### src/rtl/hbridge_guard.sv
// H-bridge output guard: dead-time insertion between leg commands, overcurrent trip
// with a minimum fault hold, and ownership of the bridge enables.
module hbridge_guard #(
    parameter int unsigned DEAD_CYCLES = 25,
    parameter int unsigned OC_COUNT    = 4,
    parameter int unsigned FAULT_HOLD  = 50000,
    parameter int unsigned ADC_BITS    = 12
) (
    input  logic                clk_i,
    input  logic                reset_i,
    input  logic                enable_i,
    input  logic                pwm_a_i,
    input  logic                pwm_b_i,
    input  logic [ADC_BITS-1:0] adc_i,
    input  logic                adc_valid_i,
    input  logic [ADC_BITS-1:0] adc_cmp_i,
    input  logic                fault_clr_i,
    output logic                drv1_o,
    output logic                drv2_o,
    output logic                en1_o,
    output logic                en2_o,
    output logic                fault_o,
    output logic [2:0]          state_o
);

    localparam int unsigned DeadW = $clog2(DEAD_CYCLES + 1);
    localparam int unsigned OcW   = $clog2(OC_COUNT + 1);
    localparam int unsigned HoldW = (FAULT_HOLD > 0) ? $clog2(FAULT_HOLD + 1) : 1;

    typedef enum logic [2:0] {
        StOff    = 3'd0,
        StIdle   = 3'd1,
        StDead   = 3'd2,
        StDriveA = 3'd3,
        StDriveB = 3'd4,
        StFault  = 3'd5
    } state_e;

    state_e             state_q, state_d;
    logic [DeadW-1:0]   dead_q, dead_d;
    logic [OcW-1:0]     oc_q, oc_d;
    logic [HoldW-1:0]   hold_q, hold_d;
    logic               drv1_q, drv2_q, en_q, fault_q;

    logic cmd_a, cmd_b, trip, hold_done;

    assign cmd_a = pwm_a_i & ~pwm_b_i;
    assign cmd_b = ~pwm_a_i & pwm_b_i;
    assign trip  = (oc_q == OcW'(OC_COUNT));
    // The hold counter hits zero on this edge, so the clear lands exactly FAULT_HOLD edges in.
    assign hold_done = (hold_q <= HoldW'(1));

    always_comb begin
        state_d = state_q;
        dead_d  = dead_q;
        oc_d    = oc_q;
        hold_d  = hold_q;

        if (state_q != StFault && adc_valid_i) begin
            if (adc_i > adc_cmp_i) begin
                oc_d = trip ? oc_q : oc_q + OcW'(1);
            end else begin
                oc_d = '0;
            end
        end
        if (state_q == StFault && hold_q != '0) begin
            hold_d = hold_q - HoldW'(1);
        end
        if (state_q == StDead && dead_q != '0) begin
            dead_d = dead_q - DeadW'(1);
        end

        if (trip && state_q != StFault) begin
            state_d = StFault;
            hold_d  = HoldW'(FAULT_HOLD);
            oc_d    = '0;
        end else if (state_q == StFault) begin
            if (hold_done && fault_clr_i) begin
                state_d = StOff;
            end
        end else if (state_q == StOff) begin
            if (enable_i) begin
                state_d = StDead;
                dead_d  = DeadW'(DEAD_CYCLES);
            end
        end else if (!enable_i) begin
            state_d = StOff;
        end else begin
            unique case (state_q)
                StIdle: begin
                    if (cmd_a || cmd_b) begin
                        state_d = StDead;
                        dead_d  = DeadW'(DEAD_CYCLES);
                    end
                end
                StDead: begin
                    // Command changes while counting never restart the dead time.
                    if (dead_q <= DeadW'(1)) begin
                        state_d = cmd_a ? StDriveA : (cmd_b ? StDriveB : StIdle);
                    end
                end
                StDriveA: begin
                    if (!cmd_a) begin
                        state_d = StDead;
                        dead_d  = DeadW'(DEAD_CYCLES);
                    end
                end
                StDriveB: begin
                    if (!cmd_b) begin
                        state_d = StDead;
                        dead_d  = DeadW'(DEAD_CYCLES);
                    end
                end
                default: state_d = StOff;
            endcase
        end
    end

    always_ff @(posedge clk_i) begin
        if (reset_i) begin
            state_q <= StOff;
            dead_q  <= '0;
            oc_q    <= '0;
            hold_q  <= '0;
            drv1_q  <= 1'b0;
            drv2_q  <= 1'b0;
            en_q    <= 1'b0;
            fault_q <= 1'b0;
        end else begin
            state_q <= state_d;
            dead_q  <= dead_d;
            oc_q    <= oc_d;
            hold_q  <= hold_d;
            drv1_q  <= (state_d == StDriveA);
            drv2_q  <= (state_d == StDriveB);
            en_q    <= (state_d == StIdle) || (state_d == StDead) ||
                       (state_d == StDriveA) || (state_d == StDriveB);
            fault_q <= (state_d == StFault);
        end
    end

    assign drv1_o  = drv1_q;
    assign drv2_o  = drv2_q;
    assign en1_o   = en_q;
    assign en2_o   = en_q;
    assign fault_o = fault_q;
    assign state_o = state_q;

endmodule
### config.mk
export PLATFORM = sky130hd
export DESIGN_NAME = hbridge_guard
export DESIGN_NICKNAME = d
export VERILOG_FILES = /design/src/rtl/hbridge_guard.sv
export SDC_FILE = /design/constraint.sdc
export NUM_CORES = 1
export LEC_CHECK = 0
export CORE_ASPECT_RATIO = 1.5
export CORE_MARGIN = 4
export CORE_UTILIZATION = 52
export CTS_CLUSTER_SIZE = 14
export DETAILED_ROUTE_END_ITERATION = 16
export MAX_ROUTING_LAYER = met4
export PLACE_DENSITY_LB_ADDON = 0.12
export RECOVER_POWER = 50
export SLEW_MARGIN = 10
export SYNTH_ARGS = -nofsm -noshare
export SYNTH_HDL_FRONTEND = slang
export SYNTH_SLANG_ARGS = --single-unit
### constraint.sdc
create_clock -name clk_i -period 2.3 [get_ports clk_i]
set_clock_uncertainty 0.05 [all_clocks]
set_input_delay 0.575 -clock clk_i [delete_from_list [all_inputs] [get_ports clk_i]]
set_output_delay 0.575 -clock clk_i [all_outputs]
set_load 0.03 [all_outputs]
==> results.py <==
metrics = {
    "status": {
        "status": "completed",
    },
    "floorplan": {
        "rows": 27,
        "dieArea_sq_um": 5020,
        "die_h_microns": 84.8,
        "boundaryPins": 39,
        "die_width_microns": 59.2,
        "start_util_pct": 55.0,
        "fp.coreArea_sq_um": 3720,
    },
    "timing": {
        "setup_violations": 0,
        "rsz0062_at_grt": "no",
        "post-route-period-util_pct": 94.0,
        "relSlewSlack_pct": 56.2,
        "fmax_ghz": 0.462,
        "hold_viol": 0,
        "holdWs_ns": 0.453,
        "report.final.slew_viol_count": 0,
        "worst_pin_slew_ns": 0.652,
        "period_needed_ns": 2.16,
    },
    "global_route": {
        "grt_overflow_total": 0,
        "antenna_found_initial": 0,
        "grt_max_degree": 20,
        "grt_pass1_vias": 1816,
        "grt_pass1_wl_microns": 7590,
        "grt.total_usage_pct": 19.3,
    },
    "logic_synthesis": {
        "syn-num-nets": 295,
        "synth-simple-area-share_pct": 23.3,
        "yosysTopAreaCell": "dfxtp_1",
        "synth_area_leaders": "dfxtp_1 (30%), ha_1 (13%), xnor2_1 (6.4%)",
        "yosysTopAreaCellShare_pct": 30.4,
        "synthTopCellsByCount": "dfxtp_1 (31), ha_1 (22), a21oi_1 (21), inv_1 (21), nor2_1 (21)",
        "synth_enable_flop_cells": 0,
        "async_flop_share_pct": 0,
        "syn_inst": 242,
        "synth_top_family_by_area": "simple AND/OR/NAND/NOR gates",
        "muxShareOfSynthArea_pct": 1.04,
        "avgSynthCellArea_sq_um": 8.45,
        "ys_seq_area_share_pct": 30.4,
        "synth_area_sq_um": 2040,
        "ys_types": 47,
        "synth_fa_ha_area_share_pct": 13.5,
        "synth_xor_area_share_pct": 7.28,
        "yosys_warnings": 0,
        "synth.most_common_cell": "dfxtp_1",
        "ys_seq_elements": 31,
        "synth_ff_type": "dfxtp_1",
        "synth_compound_area_share_pct": 18.7,
    },
    "cts": {
        "cts-root-buf": "clkbuf_8",
        "cts_max_path_buffers": 2,
        "clkLatencyLatePin_ns": 0.28,
        "cts_tree": "built",
        "h-tree-depth": 2,
        "cts.sinks": 31,
        "cts_setup_buffers": 0,
        "path_clk_slew_ns": 0.07,
        "cts_inserted_buffers": 5,
    },
    "routing": {
        "antenna_left": 0,
        "wl_per_cell_microns": 13.2,
        "route.detailed.drc": 0,
        "drt-total-wl_microns": 4360,
        "viasPerCell": 5.72,
        "vias": 1888,
        "dr.pass1.iters": 4,
        "drt_iter0_drc": 61,
    },
    "critical_path": {
        "reg2reg_slack_ns": 0.15,
        "worstSetupPathType": "in -> reg",
        "cp-start-kind": "input pin",
        "cp_max_fo": 4,
        "worstPathRequired_ns": 2.45,
        "cp.arrival_ns": 2.31,
        "endpoint_kind": "flip-flop",
    },
    "layout": {
        "design_area_sq_um": 2610,
        "drive_gt1_share_pct": 8.36,
        "syn_to_final_growth_pct": 27.8,
        "fillers": 329,
        "n_antenna_cell": 0,
        "final_net_count": 339,
    },
    "worst_hold_path": {
        "holdCritPathClass": "reg -> reg",
    },
    "power": {
        "power.total_w": 0.00132,
        "power_density_nw_per_um2": 506,
        "irDropWorstVdd_mv": 0.418,
        "p_leak_nw": 1.09,
    },
    "placement": {
        "postPlaceCellArea_sq_um": 2500,
        "io_buffers": 38,
        "place_congestion": 0.827,
        "dp_hpwl_microns": 3400,
    },
    "job": {
        "cap_violations": 0,
    },
}
==> timing repair <==
item                       in CTS  in global routing
hold buffers                    0                  0
resized for setup               0                  2
setup endpoints to repair       0                  4
==> cell usage in the layout (no fill, tap or decap), types with 2 or more instances in the layout <==
master and count:
a2111oi_1 2, a211o_1 4, a211oi_1 5, a21oi_1 21
a311oi_1 3, a31oi_1 5, and3_1 3, and3b_1 4
buf_4 9, clkbuf_8 6, clkdlybuf4s50_1 32, dfxtp_1 31
dlygate4sd3_1 6, ha_1 22, inv_1 21, nand2_1 14
nand2b_1 4, nand3b_1 2, nand4_1 5, nor2_1 21
nor3_1 11, nor3b_1 2, o211ai_1 5, o21ai_0 3
o21ai_1 3, o31ai_1 2, or3_1 4, xnor2_1 15
xor2_1 2
==> worst max-delay path, cell delays in order <==
cell	delay, ns
clkdlybuf4s50_1	0.48
inv_1	0.06
ha_1	0.30
a211o_1	0.26
o31ai_1	0.08
o21ai_1	0.14
buf_4	0.17
nor4b_4	0.25
==> logic make-up (layout without fill, tap and decap cells) <==
family	Yosys count	count (layout)
compound gates	58	58
xor+xnor	17	17
fa+ha+maj	22	22
buf+inv	31	76
flops	31	31
mux	2	2
simple gates	81	81
==> metal layers <==
layer  up-vias  GRT usage, %  routed length, microns
met3         9          3.54                     188
met1       881          20.1                    1700
met4         0          6.60                      75
met5         -             -                       0
met2        42          34.7                    2400
li1        956             -                       -
==> final timing paths <==
path	from	to	depth (start not counted)
min	oc_q[1]	oc_q[1]	2
max reg2reg	hold_q[4]	hold_q[4]	6
min reg2reg	oc_q[1]	oc_q[1]	2
max	pwm_a_i	drv1_o	8
==> where the power goes <==
part | total, W | leakage (nW) | internal [W] | switching, W
clock network | 0.000549 | 0.0612 | 0.000350 | 0.000199
logic | 0.000214 | 0.774 | 0.000117 | 0.0000971
registers | 0.000561 | 0.251 | 0.000548 | 0.0000125
==> per-stage QoR <==
step / utilization [%] / worst slack, ns / cells / setup TNS (ns)
4_1_cts: 70.5 / 0.0375 / 330 / 0
6_report: 70.3 / 0.138 / 330 / 0
3_3_place_gp: 67.4 / -0.194 / 322 / -1.17
2_1_floorplan: - / 0.274 / 242 / 0
3_5_place_dp: 67.4 / -0.267 / 322 / -1.75
5_1_grt: 70.3 / 0.00568 / 330 / 0
==> final cells by class <==
type	count	area, sq um	share of cell area (%)
Clock buffer	6	82.6	3.16
Clock inverter	2	35.0	1.34
Inverter	21	78.8	3.02
Multi-Input combinational cell	180	1290	49.5
Sequential cell	31	621	23.8
Tap cell	43	53.8	2.06
Timing Repair Buffer	47	448	17.1
==> flip-flops by register name, summed over array words and instances (netlist names) <==
| name | cells |
|---|---|
| drv2_o | 1 |
| fault_o | 1 |
| en1_o | 1 |
| dead_q | 5 |
| drv1_o | 1 |
| hold_q | 16 |
| oc_q | 3 |
| state_o | 3 |
Note: power is estimated with default switching activity, not from simulation.
